**src/rtl/flightline_pkg.sv**
```systemverilog
// -----------------------------------------------------------------------------
// flightline_pkg
// Shared types for the flight-line hazard-light sequencer.
//   mode_t       : light pattern code, also consumed by the hazard-light FSM
//   ctrl_state_t : mode scheduler state (IDLE / DWELL / OVRD)
//   decode_mode  : maps a raw 2-bit request code onto mode_t (11 -> CALM)
// -----------------------------------------------------------------------------
package flightline_pkg;

    typedef enum logic [1:0] {
        MODE_CALM = 2'b00,
        MODE_R2L  = 2'b01,
        MODE_L2R  = 2'b10
    } mode_t;

    typedef enum logic [1:0] {
        IDLE,
        DWELL,
        OVRD
    } ctrl_state_t;

    localparam int NUM_REQ = 2;

    // The unused code 11 is folded onto CALM so a bad request can never
    // leave the lights in an undefined pattern.
    function automatic mode_t decode_mode(input logic [1:0] code);
        mode_t m;
        case (code)
            2'b01:   m = MODE_R2L;
            2'b10:   m = MODE_L2R;
            default: m = MODE_CALM;
        endcase
        return m;
    endfunction

endpackage

```
**src/rtl/flightline_mode_ctrl_step_divider.sv**
```systemverilog
// -----------------------------------------------------------------------------
// step_divider
// Free-running tick counter producing the pattern-advance enable.
//   clk   : clock
//   reset : asynchronous, active-high
//   clr   : restart the count at 0 on the next edge
//   step  : high for the one cycle in which count == TICK_DIV-1
// -----------------------------------------------------------------------------
module step_divider #(
    parameter int TICK_DIV = 25_000_000
) (
    input  logic clk,
    input  logic reset,
    input  logic clr,
    output logic step
);

    localparam int TW = $clog2(TICK_DIV);
    localparam logic [TW-1:0] TICK_LAST = TW'(TICK_DIV - 1);
    localparam logic [TW-1:0] TICK_ONE  = TW'(1);

    logic [TW-1:0] count_reg;
    logic [TW-1:0] count_next;

    always_comb begin
        count_next = count_reg + TICK_ONE;
        if (clr || (count_reg == TICK_LAST)) begin
            count_next = '0;
        end
    end

    always_ff @(posedge clk or posedge reset) begin
        if (reset) begin
            count_reg <= '0;
        end else begin
            count_reg <= count_next;
        end
    end

    assign step = (count_reg == TICK_LAST);

endmodule

```
**src/rtl/flightline_mode_ctrl.sv**
```systemverilog
// -----------------------------------------------------------------------------
// flightline_mode_ctrl
// Mode scheduler and step-rate generator for the hazard-light sequencer.
// Two control stations (0 tower, 1 ground crew) request light modes; requests
// are granted round-robin from IDLE, a changed mode is held for MIN_DWELL
// steps, and a maintenance override forces CALM from any state.
//   clk       : clock
//   reset     : asynchronous, active-high
//   req_valid : per-requester request valid
//   req_mode  : [1:0] requester 0 mode, [3:2] requester 1 mode
//   req_ready : one-hot combinational grant pulse
//   override  : maintenance override, forces CALM
//   mode      : registered mode code (00 CALM, 01 R2L, 10 L2R)
//   step      : one-cycle advance enable for the light FSM
//   busy      : high whenever the scheduler is not IDLE
// -----------------------------------------------------------------------------
module flightline_mode_ctrl
    import flightline_pkg::*;
#(
    parameter int TICK_DIV  = 25_000_000,
    parameter int MIN_DWELL = 4
) (
    input  logic       clk,
    input  logic       reset,
    input  logic [1:0] req_valid,
    input  logic [3:0] req_mode,
    output logic [1:0] req_ready,
    input  logic       override,
    output logic [1:0] mode,
    output logic       step,
    output logic       busy
);

    localparam int DW = (MIN_DWELL < 1) ? 1 : $clog2(MIN_DWELL + 1);
    localparam logic [DW-1:0] DWELL_LOAD = DW'(MIN_DWELL);
    localparam logic [DW-1:0] DWELL_ONE  = DW'(1);

    ctrl_state_t   state_reg, state_next;
    mode_t         mode_reg, mode_next;
    logic [DW-1:0] dwell_reg, dwell_next;
    logic          last_reg, last_next;   // requester granted most recently

    logic          tick_clr;
    logic          step_int;
    logic [1:0]    grant;
    logic          grant_sel;
    mode_t         granted_mode;
    mode_t         req_mode_dec [NUM_REQ];

    genvar gi;
    generate
        for (gi = 0; gi < NUM_REQ; gi++) begin : g_decode
            assign req_mode_dec[gi] = decode_mode(req_mode[2*gi +: 2]);
        end
    endgenerate

    step_divider #(
        .TICK_DIV (TICK_DIV)
    ) u_step_divider (
        .clk   (clk),
        .reset (reset),
        .clr   (tick_clr),
        .step  (step_int)
    );

    // Round-robin arbiter. Grants only from IDLE with override low; the
    // reset term keeps req_ready quiet while reset is held, since IDLE would
    // otherwise grant combinationally.
    always_comb begin
        grant     = 2'b00;
        grant_sel = 1'b0;
        if (req_valid == 2'b11) begin
            grant_sel = ~last_reg;
        end else begin
            grant_sel = req_valid[1];
        end
        if (!reset && !override && (state_reg == IDLE) && (req_valid != 2'b00)) begin
            grant = 2'b01 << grant_sel;
        end
    end

    assign granted_mode = req_mode_dec[grant_sel];

    always_comb begin
        state_next = state_reg;
        mode_next  = mode_reg;
        dwell_next = dwell_reg;
        last_next  = last_reg;
        tick_clr   = 1'b0;
        if (override) begin
            // Override wins over any grant or dwell step in the same cycle.
            // The tick phase is kept if the lights are already CALM so the
            // pattern cadence is not disturbed.
            state_next = OVRD;
            mode_next  = MODE_CALM;
            dwell_next = '0;
            tick_clr   = (mode_reg != MODE_CALM);
        end else begin
            case (state_reg)
                IDLE: begin
                    if (grant != 2'b00) begin
                        last_next = grant_sel;
                        // A same-mode grant is acknowledged but changes nothing.
                        if (granted_mode != mode_reg) begin
                            mode_next  = granted_mode;
                            tick_clr   = 1'b1;
                            dwell_next = DWELL_LOAD;
                            if (MIN_DWELL != 0) begin
                                state_next = DWELL;
                            end
                        end
                    end
                end
                DWELL: begin
                    if (step_int) begin
                        dwell_next = dwell_reg - DWELL_ONE;
                        if (dwell_reg == DWELL_ONE) begin
                            state_next = IDLE;
                        end
                    end
                end
                OVRD: begin
                    // Release goes straight to IDLE; no dwell after override.
                    state_next = IDLE;
                end
                default: begin
                    state_next = IDLE;
                end
            endcase
        end
    end

    always_ff @(posedge clk or posedge reset) begin
        if (reset) begin
            state_reg <= IDLE;
            mode_reg  <= MODE_CALM;
            dwell_reg <= '0;
            last_reg  <= 1'b1;
        end else begin
            state_reg <= state_next;
            mode_reg  <= mode_next;
            dwell_reg <= dwell_next;
            last_reg  <= last_next;
        end
    end

    assign req_ready = grant;
    assign mode      = mode_reg;
    assign step      = step_int;
    assign busy      = (state_reg != IDLE);

endmodule

```
**config.mk**
```make
export PLATFORM = sky130hd
export DESIGN_NAME = flightline_mode_ctrl
export DESIGN_NICKNAME = d
export VERILOG_FILES = /design/src/rtl/flightline_pkg.sv /design/src/rtl/flightline_mode_ctrl_step_divider.sv /design/src/rtl/flightline_mode_ctrl.sv
export SDC_FILE = /design/constraint.sdc
export NUM_CORES = 1
export LEC_CHECK = 0
export ABC_CLOCK_PERIOD_IN_PS = 2800
export BUFFER_PORTS_ARGS = -buffer_cell sky130_fd_sc_hd__buf_4
export CORE_MARGIN = 3
export CORE_UTILIZATION = 50
export CTS_CLUSTER_SIZE = 30
export DETAILED_ROUTE_END_ITERATION = 10
export HOLD_SLACK_MARGIN = 0.05
export PLACE_DENSITY = 0.68
export SETUP_SLACK_MARGIN = 0.05
export SKIP_CTS_REPAIR_TIMING = 1
export SLEW_MARGIN = 20
export SYNTH_ARGS = -nofsm -noshare
export SYNTH_HDL_FRONTEND = slang
export SYNTH_HIERARCHICAL = 1
export SYNTH_SLANG_ARGS = --single-unit
```
**constraint.sdc**
```tcl
create_clock -name clk -period 2.8 [get_ports clk]
set_input_delay 0.14 -clock clk [delete_from_list [all_inputs] [get_ports clk]]
set_output_delay 0.14 -clock clk [all_outputs]
set_load 0.05 [all_outputs]
```
After elaboration in Yosys (flattened, before gate mapping):

Cells that the tools add are included.

* register bits after elaboration: 33
* input bits: 9
* output and inout port bits: 6
* word-level logic and storage cells: 71

* add/subtract/negate cells: 2
* order comparisons: 1
* eq/ne operators: 13
* shifts and indexed selects: 1
* multiplexer cells: 27
* bitwise gates (word level): 3
* reduce and logical (&&, ||, !) cells: 19

Operators with widths (number)
* 2-bit 2-to-1 mux: 13
* 25-bit by 1-bit adder with 25-bit output, second input constant: 1
* 25-bit equality test, second input constant: 1
* 25-bit 2-to-1 mux: 1
* 2-bit nonzero test: 7
* 3-bit 2-to-1 mux: 4
* 2-bit one-hot mux with 2 select lines: 3
* 4-bit AND reduction: 2
* 2-bit by 1-bit equality test with 1-bit output, second input constant: 3
* 2-bit equality test, second input constant: 3
* 3-bit by 2-bit != test with 1-bit output, second input constant: 2
* 3-bit != test, second input constant: 2
* 3-bit one-hot mux with 2 select lines: 1
* 3-bit AND reduction: 2
* 1-bit 2-to-1 mux: 5
* 3-bit by 1-bit equality test with 1-bit output, second input constant: 1
* 1-bit logical AND: 3
* 3-bit nonzero test: 1
* 3-bit by 1-bit subtractor with 3-bit output, second input constant: 1
* 2-bit greater-or-equal comparator, second input constant: 1
* 1-bit zero test: 2
* 2-bit zero test: 1
* 2-bit != test: 1
* 1-bit inverter: 2
* other kinds (3): 3

Longest topological paths before layout:

Gate-level depths: netlist of the first run.

* word-level depth: 13
* mapped depth: 11
* gate-level depth less buffers: 9

Hierarchy:

The synthesis of the first run kept the hierarchy.

By module, submodules not included
* step_divider: instances 1, cells an instance 139, area an instance 1282.5 um^2, seq. area each 625.6 um^2
* flightline_mode_ctrl: instances 1, cells an instance 68, area an instance 589.3 um^2, seq. area each 201.4 um^2

Worst setup path after synthesis of the first run:

OpenSTA, ideal clock, no wires.

* path kind: register to register
* start: register u_step_divider.count_reg[10]
* end: register dwell_reg[2]
* setup time: 0.128 ns
* data arrival time: 3.494 ns
* required time: 2.672 ns
* slack: -0.821 ns
* stages on the path, launching flop included: 8
* path buffers: 0
* period minus slack after synthesis: 3.621 ns
* cell sequence: dfrtp_1 -> or4_1 -> nor4_1 -> nand2_1 -> o21ai_0 -> a21oi_1 -> a21oi_2 -> mux2_1

* longest elaborated chain between the ends: 3

RTL lines
* start: declaration: line flightline_mode_ctrl_step_divider.sv:22 `logic [TW-1:0] count_reg;`
* start signal: assignment: line flightline_mode_ctrl_step_divider.sv:36 `count_reg <= count_next;`
* 25-bit equality test: line flightline_mode_ctrl_step_divider.sv:40 `assign step = (count_reg == TICK_LAST);`
* net step: line flightline_mode_ctrl.sv:30 `output logic step,`
* 3-bit != test (no line)
* 4-bit AND reduction (no line)
* end signal: assignment: line flightline_mode_ctrl.sv:142 `dwell_reg <= dwell_next;`
* end: declaration: line flightline_mode_ctrl.sv:40 `logic [DW-1:0] dwell_reg, dwell_next;`

The timed path passes the listed nets, and every way through them passes these cells.
A chain may end at the register's enable or synchronous reset.

Worst setup path in the final report of the first run:

* start: register u_step_divider.count_reg[12]
* end: register dwell_reg[2]

* longest elaborated chain between the ends: 3

RTL lines (line)
* 25-bit equality test: flightline_mode_ctrl_step_divider.sv:40
* 3-bit != test (no line)
* 4-bit AND reduction (no line)

No other way between the ends.

==> results of run 1 <==
-- path summary, 6_finish.rpt --
| path | slack, ns | cells past startpoint | endpoint |
|---|---|---|---|
| min in group asynchronous | 0.41 | 3 | mode[0]$_DFFE_PP0P_ |
| hold reg to reg | 0.48 | 1 | u_step_divider/count_reg[0]$_DFF_PP0_ |
| max in group asynchronous | 1.57 | 3 | u_step_divider/count_reg[4]$_DFF_PP0_ |
| hold / removal | 0.23 | 4 | mode[1]$_DFFE_PP0P_ |
| setup / recovery | 0.41 | 8 | dwell_reg[2]$_DFFE_PP0P_ |
| setup reg to reg | 0.41 | 8 | dwell_reg[2]$_DFFE_PP0P_ |
-- final cells by class --
| type | count | area, µm² |
|---|---|---|
| clock buffers | 8 | 80.1 |
| inverters | 9 | 33.8 |
| multi-input cells | 157 | 993 |
| flip-flops and latches | 33 | 827 |
| well taps | 46 | 57.6 |
| fillers | 319 | 1340 |
| repair buffers | 17 | 140 |
-- cells in the final DEF, fill, tap and decap left out, drive strengths merged, types with 6 or more instances in the layout --
master and instances:
dfrtp 32, nor2 26, nand2 17, buf 15, a21oi 13, nand3 12, o21ai 12, xnor2 11
inv 9, or4 9, clkbuf 8, o31ai 6, nor2b 6, nand4 6
-- power by group through the flow --
stage	logic [mW]	clock network [mW]	registers, mW
global placement	0.182	0	0.589
floorplan	0.150	0	0.583
detailed placement	0.191	0	0.592
global route	0.223	0.367	0.592
CTS	0.192	0.351	0.584
finish	0.190	0.336	0.583
-- worst register-to-register path: stages (launching register included) --
cell and delay, ns:
dfrtp_1 0.42, nand3_1 0.12, or4_1 0.52, nor4_4 0.41, nand2_1 0.09, o21ai_0 0.08, a21oi_1 0.12, a21oi_2 0.18
mux2_1 0.33
-- through the flow --
| stage | hold slack [ns] | utilization (%) | area, µm² | instances | worst slack (ns) |
|---|---|---|---|---|---|
| 2_1_floorplan | -0.0312 | - | 1890 | 207 | 0.194 |
| 3_3_place_gp | 0.137 | 58.2 | 2020 | 259 | 0.350 |
| 3_5_place_dp | 0.148 | 58.6 | 2030 | 260 | 0.429 |
| 4_1_cts | -0.159 | 60.9 | 2110 | 268 | 0.408 |
| 5_1_grt | 0.243 | 61.5 | 2130 | 270 | 0.235 |
| 6_report | 0.231 | 61.5 | 2130 | 270 | 0.412 |
-- cells by family after synthesis --
| logic type | synth area share [%] |
|---|---|
| flops | 44.2 |
| xor+xnor | 7.49 |
| compound gates | 13.2 |
| simple gates | 27.8 |
| buf+inv | 4.14 |
| fa+ha+maj | 2.01 |
| mux | 1.14 |
-- routing by layer --
metal / routed length (µm) / global-route usage, % / vias to the layer above
li1: - / - / 761
met1: 1670 / 24.0 / 727
met5: 0 / 0 / -
met4: 32 / 8.61 / 0
met3: 101 / 3.99 / 4
met2: 1960 / 32.0 / 20
==> results.toml, run 1 <==
[power_and_ir_drop]
swShare_pct = 28.9
p_total_mw = 1.11
p_comb_share_pct = 17.1
power_density_mw_per_mm2 = 521
p_seq_share_pct = 52.6
power_switching_mw = 0.321
p_leak_nw = 0.912
ir_drop_mv = 0.360
p_clk_share_pct = 30.3
intPower_mw = 0.789

[clock_tree]
htreeDepth = 2
path_clk_slew_ns = 0.07
cts-root-buf = "clkbuf_8"
cts_made_buffers = 5
worstSkewPairLatency_ns = 0.28
cts_tree = "done"
clockBufferDepth = 2
cts_sinks = 33

[worst_hold_path]
min-delay-start = "req_mode[0]"
min_path_type = "primary input to flip-flop"

[worst_setup_path]
crit_arrival_ns = 2.55
cpLargestDelayFamily = "simple AND/OR/NAND/NOR gates"
worstSetupEndpointType = "flip-flop"
cp-start-kind = "flip-flop"
slowest_delay_ns = 0.52
crit_chain = "nand3_1, or4_1, nor4_4, nand2_1, o21ai_0, a21oi_1, a21oi_2, mux2_1"
critPathSlowestCell = "or4_1"
startpoint = "u_step_divider/count_reg[12]$_DFF_PP0_"
r2r_start = "u_step_divider/count_reg[12]$_DFF_PP0_"
crit_type = "flip-flop to flip-flop"
worstPathRequired_ns = 2.96
crit_buf_inv = 0
critPathMaxFanout = 4

[sta]
finalHoldViolations = 0
drv_slew = 0
tns_ns = 0
layout_min_cycle_time_ns = 2.39
maxSlewHeadroom_pct = 36.5
max_freq_mhz = 419
fin_crit_sh_pct = 85.3
clock-skew-final_ns = 0.00526
finalSetupViolCount = 0
worst_pin_slew_ns = 0.951
grt_setup_unrepaired = "no"

[route]
drtIter0Drc = 119
viasPerCell = 5.60
final_antenna_net_count = 0
wire_per_inst_um = 13.9
routed_wl_um = 3760
num_vias = 1512
drtPass1Iterations = 4
drc = 0

[floorplanning]
initial_core_util_pct = 54.0
dieArea_mm2 = 0.00451
die_w_um = 67.2
dieHeight_um = 67.2
ios = 15
coreArea_mm2 = 0.00347
num_rows = 21

[logic_synthesis]
synthesis.nets = 219
synth_cells = 207
ys_types = 44
ys.warnings.count = 6
synth_edf_count = 0
ys_async_sr_fraction_pct = 100
synth_top_area_share_pct = 42.8
syn_area_mm2 = 0.00187
ys_seq_elements = 33
yosys-top-cells-area = "dfrtp_1 (43%), nor2_1 (5.2%), xnor2_1 (5.1%)"
yosysSeqAreaShare_pct = 44.2
yosys.area.top_type = "dfrtp_1"
ys.flop_type = "dfrtp_1"
yosysMostFrequentCell = "dfrtp_1"
synthTopCellsByCount = "dfrtp_1 (32), nor2_1 (26), nand2_1 (17)"
syn_area_per_cell_um2 = 9.04

[global_routing]
grt_pass1_wl_um = 6560
grt_max_degree = 26
track_usage_pct = 19.2
overflow = 0
grt_pass1_vias = 1474
antenna_found_initial = 0

[layout]
fin_nets = 235
largest_reg_flops = 25
drive_gt1_share_pct = 15.2
area_growth_pct = 13.9
diodes = 0

[placed_design]
dp_hpwl_um = 2770
gp_congestion = 0.852
port_buffers = 14

[run]
drv_cap = 0

[status]
status = "completed"
No activity file was read; power rests on OpenSTA's default activity.
==> run 2: changes to the inputs <==
==> constraint.sdc (replaced) <==
create_clock -name clk -period 2.8 [get_ports clk]
set_input_delay 0.56 -clock clk [delete_from_list [all_inputs] [get_ports clk]]
set_output_delay 0.56 -clock clk [all_outputs]
set_load 0.05 [all_outputs]
==> run 2 against run 1 <==
  * Sequential share of layout area rose by 0.44 points
  * Clock-buffer cell count did not move
  * Clock power barely moved
  * Flip-flop and latch count did not move
  * Non-clock buffer count fell by 2
  * Highest routed layer unchanged
  * Critical path type is now flip-flop to output port
==> results.toml, run 2 (same netlist as run 1, synthesis figures left out) <==
[power_and_ir_drop]
ir_drop_mv = 0.400
power_density_mw_per_mm2 = 527
p_total_mw = 1.11
p_leak_nw = 0.903

[sta]
finalSetupViolCount = 0
layout_min_cycle_time_ns = 2.55
drv_slew = 0
max_freq_mhz = 391
finalHoldViolations = 0
maxSlewHeadroom_pct = 36.0
fin_crit_sh_pct = 91.2
grt_setup_unrepaired = "no"
clock-skew-final_ns = 0.00622
tns_ns = 0
setup_slack_ns = 0.245
worst_pin_slew_ns = 0.959

[worst_setup_path]
crit_chain = "or4_1, nor4_4, buf_4"
slowest_delay_ns = 0.64
worstSetupEndpointType = "output port"
cpLargestDelayFamily = "simple AND/OR/NAND/NOR gates"
reg2reg_depth = 7
worstPathRequired_ns = 2.24
crit_buf_inv = 1
critPathSlowestCell = "or4_1"
cp-start-kind = "flip-flop"
critical_path_depth = 3
crit_arrival_ns = 1.99
critPathMaxFanout = 5
crit_type = "flip-flop to output port"

[floorplanning]
dieHeight_um = 67.2
initial_core_util_pct = 54.0
die_w_um = 67.2
coreArea_mm2 = 0.00347
num_rows = 21
dieArea_mm2 = 0.00451
ios = 15

[route]
final_antenna_net_count = 0
num_vias = 1512
routed_wl_um = 3760
drc = 0
wire_per_inst_um = 14.0
drtIter0Drc = 83
viasPerCell = 5.64
drtPass1Iterations = 4

[clock_tree]
worstSkewPairLatency_ns = 0.28
cts_sinks = 33
cts_tree = "done"
cts_made_buffers = 5
htreeDepth = 2
cts-root-buf = "clkbuf_8"
clockBufferDepth = 2
path_clk_slew_ns = 0.06

[global_routing]
grt_pass1_vias = 1559
antenna_found_initial = 0
grt_pass1_wl_um = 6750
grt_max_degree = 26
overflow = 0
track_usage_pct = 19.6

[placed_design]
pre_cts_ws_ns = 0.425
gp_congestion = 0.816
port_buffers = 14
dp_hpwl_um = 2790

[layout]
largest_reg_flops = 25
fin_nets = 233
final_common_cell = "dfrtp_1"
fill_cells = 324
layout_common_cells = "dfrtp_1 (32), nor2_1 (26), nand2_1 (17)"
final-seq-area_um2 = 827
multiInputGateArea_um2 = 993
area_growth_pct = 12.6
drive_gt1_share_pct = 15.3
diodes = 0

[status]
status = "completed"

[worst_hold_path]
min_path_type = "primary input to async pin"

[run]
drv_cap = 0
-- run 2: cell count changes in the layout (fill, tap and decap cells not counted), sizes merged --
cell / delta
dlygate4sd3: -2
-- run 2: power breakdown --
part           switching, mW  total, mW  internal, mW
sequential            0.0548      0.584         0.529
clock                  0.159      0.335         0.176
combinational          0.110      0.191        0.0814
total                  0.324       1.11         0.787
-- run 2: layout make-up --
cell class	instances	share of cell area, %
inverter	9	1.60
timing repair buffer	15	5.52
clock buffer	8	3.80
tap	46	2.73
multi-input combinational	157	47.1
sequential	33	39.2
-- run 2: per-stage QoR --
stage / hold WS [ns] / instances / util, % / cell area, µm²
final: 0.260 / 268 / 60.8 / 2110
after global routing: 0.285 / 268 / 60.8 / 2110
after CTS: 0.264 / 268 / 60.8 / 2110
after detailed placement: 0.472 / 260 / 58.5 / 2030
after global placement: 0.468 / 259 / 58.2 / 2020
after floorplan: 0.389 / 207 / - / 1890
-- run 2: worst register-to-register path: stages (launching register included) --
cell     delay, ns
dfrtp_1       0.43
or4_1         0.64
nor4_4        0.39
nand2_1       0.09
o21ai_0       0.08
a21oi_1       0.12
a21oi_2       0.18
mux2_1        0.35
-- run 2: routing by layer --
layer  track usage, %  vias to the layer above  share of wire, %
met1             24.4                      732                46
met5                0                        -                 0
met4             9.87                        0               1.1
met3             3.49                        5               2.8
met2             32.4                       19                50
li1                 -                      756                 -
-- run 2: final timing paths --
kind / startpoint / endpoint / slack, ns
worst min register to register: u_step_divider/count_reg[0]$_DFF_PP0_ / u_step_divider/count_reg[0]$_DFF_PP0_ / 0.48
max in group asynchronous: reset / u_step_divider/count_reg[7]$_DFF_PP0_ / 1.70
worst min-delay path: reset / state_reg[1]$_DFFE_PP0P_ / 0.26
worst max-delay path: u_step_divider/count_reg[7]$_DFF_PP0_ / step / 0.25
worst max register to register: u_step_divider/count_reg[7]$_DFF_PP0_ / dwell_reg[2]$_DFFE_PP0P_ / 0.43
min in group clk: override / state_reg[1]$_DFFE_PP0P_ / 0.46
==> run 3: changes to the inputs <==
--- a/config.mk
+++ b/config.mk
@@ -8,11 +8,11 @@
 export ABC_CLOCK_PERIOD_IN_PS = 2800
 export BUFFER_PORTS_ARGS = -buffer_cell sky130_fd_sc_hd__buf_4
 export CORE_MARGIN = 3
-export CORE_UTILIZATION = 50
+export CORE_UTILIZATION = 59
 export CTS_CLUSTER_SIZE = 30
 export DETAILED_ROUTE_END_ITERATION = 10
 export HOLD_SLACK_MARGIN = 0.05
-export PLACE_DENSITY = 0.68
+export PLACE_DENSITY = 0.79
 export SETUP_SLACK_MARGIN = 0.05
 export SKIP_CTS_REPAIR_TIMING = 1
 export SLEW_MARGIN = 20
==> run 3 against run 2 <==
  * Worst hold slack got worse by 0.055 ns
  * Worst setup slack got worse by 0.058 ns
  * Clock skew increased by 0.0037 ns
  * Wire length decreased by 1.2%
  * Critical path type unchanged
==> results.toml, run 3 (same netlist as run 1, synthesis figures left out) <==
[sta]
worst_pin_slew_ns = 0.919
layout_min_cycle_time_ns = 2.61
max_freq_mhz = 383
finalHoldViolations = 0
clock-skew-final_ns = 0.00993
drv_slew = 0
tns_ns = 0
finalSetupViolCount = 0
grt_setup_unrepaired = "no"
setup_slack_ns = 0.187
maxSlewHeadroom_pct = 38.6
fin_crit_sh_pct = 93.3

[placed_design]
dp_hpwl_um = 2720
gp_congestion = 0.799
postPlaceCellArea_mm2 = 0.00202
port_buffers = 14
pre_cts_ws_ns = 0.398

[route]
wire_per_inst_um = 14.1
drc = 0
drtPass1Iterations = 4
viasPerCell = 5.84
num_vias = 1542
routed_wl_um = 3720
final_antenna_net_count = 0
drtIter0Drc = 98

[worst_setup_path]
crit_type = "flip-flop to output port"
crit_arrival_ns = 2.05
critical_path_depth = 6
r2r_start = "u_step_divider/count_reg[0]$_DFF_PP0_"
r2r_end = "dwell_reg[2]$_DFFE_PP0P_"
cpMostUsedCell = "buf_4"
critPathSlowestCell = "dfrtp_1"
slowest_delay_ns = 0.40
reg2reg_depth = 10
critPathMaxFanout = 4
crit_buf_inv = 2
crit_chain = "ha_1, nand2_1, or2_2, nor4_4, buf_4, buf_4"
cp-start-kind = "flip-flop"
r2r_slack_ns = 0.40
worstPathRequired_ns = 2.24
cpLargestDelayFamily = "simple AND/OR/NAND/NOR gates"
worstSetupEndpointType = "output port"

[layout]
fin_nets = 234
layout_common_cells = "dfrtp_1 (32), nor2_1 (26), nand2_1 (17)"
finalInstanceArea_mm2 = 0.00209
fill_cells = 225
diodes = 0
area_growth_pct = 11.4
drive_gt1_share_pct = 16.2
utilization_pct = 72.5
largest_reg_flops = 25
final_common_cell = "dfrtp_1"

[floorplanning]
initial_core_util_pct = 65.1
dieArea_mm2 = 0.00388
coreArea_mm2 = 0.00288
num_rows = 19
ios = 15
die_w_um = 62.3
dieHeight_um = 62.3

[clock_tree]
cts_tree = "done"
cts-root-buf = "clkbuf_4"
worstSkewPairLatency_ns = 0.33
cts_made_buffers = 5
cts_sinks = 33
clockBufferDepth = 2
htreeDepth = 2
path_clk_slew_ns = 0.10

[global_routing]
grt_max_degree = 26
overflow = 0
track_usage_pct = 21.1
antenna_found_initial = 0
grt_pass1_vias = 1540
grt_pass1_wl_um = 6600

[worst_hold_path]
min_path_type = "primary input to async pin"

[power_and_ir_drop]
power_density_mw_per_mm2 = 502
p_leak_nw = 0.900
ir_drop_mv = 0.457

[run]
drv_cap = 0

[status]
status = "completed"
[run 3: worst max-delay path by stage]
stage	from	slack (ns)	to
global placement	u_step_divider/count_reg[10]$_DFF_PP0_	0.35	u_step_divider/count_reg[12]$_DFF_PP0_
finish	u_step_divider/count_reg[0]$_DFF_PP0_	0.19	step
floorplan	u_step_divider/count_reg[10]$_DFF_PP0_	0.19	dwell_reg[2]$_DFFE_PP0P_
detailed placement	u_step_divider/count_reg[10]$_DFF_PP0_	0.40	dwell_reg[2]$_DFFE_PP0P_
CTS	u_step_divider/count_reg[10]$_DFF_PP0_	0.11	step
global route	u_step_divider/count_reg[0]$_DFF_PP0_	0.09	step
[run 3: metal layers]
metal  GRT usage, %  vias to the layer above  routed length [µm]
met4           7.71                        0                  14
met5              0                        -                   0
li1               -                      762                   -
met3           6.31                        2                 129
met2           36.3                       33                1930
met1           25.1                      745                1640
[run 3: where the power goes]
part | total, mW | switching (mW) | internal (mW)
Combinational | 0.191 | 0.110 | 0.0816
Clock | 0.270 | 0.152 | 0.119
Sequential | 0.586 | 0.0577 | 0.528
Total | 1.05 | 0.319 | 0.728
[run 3: through the flow]
step | hold slack (ns) | total power [mW] | std cells
after floorplan | 0.389 | 0.732 | 207
after global placement | 0.469 | 0.770 | 255
after detailed placement | 0.481 | 0.786 | 256
after CTS | 0.204 | 1.06 | 263
after global routing | 0.221 | 1.12 | 264
final | 0.204 | 1.05 | 264
[run 3: cell type report]
cell class / count / area (µm²) / area share, %
tap: 42 / 52.6 / 2.52
clock buffer: 7 / 55.1 / 2.64
sequential: 33 / 827 / 39.7
timing repair buffer: 16 / 124 / 5.94
inverter: 9 / 33.8 / 1.62
multi-input combinational: 157 / 993 / 47.6
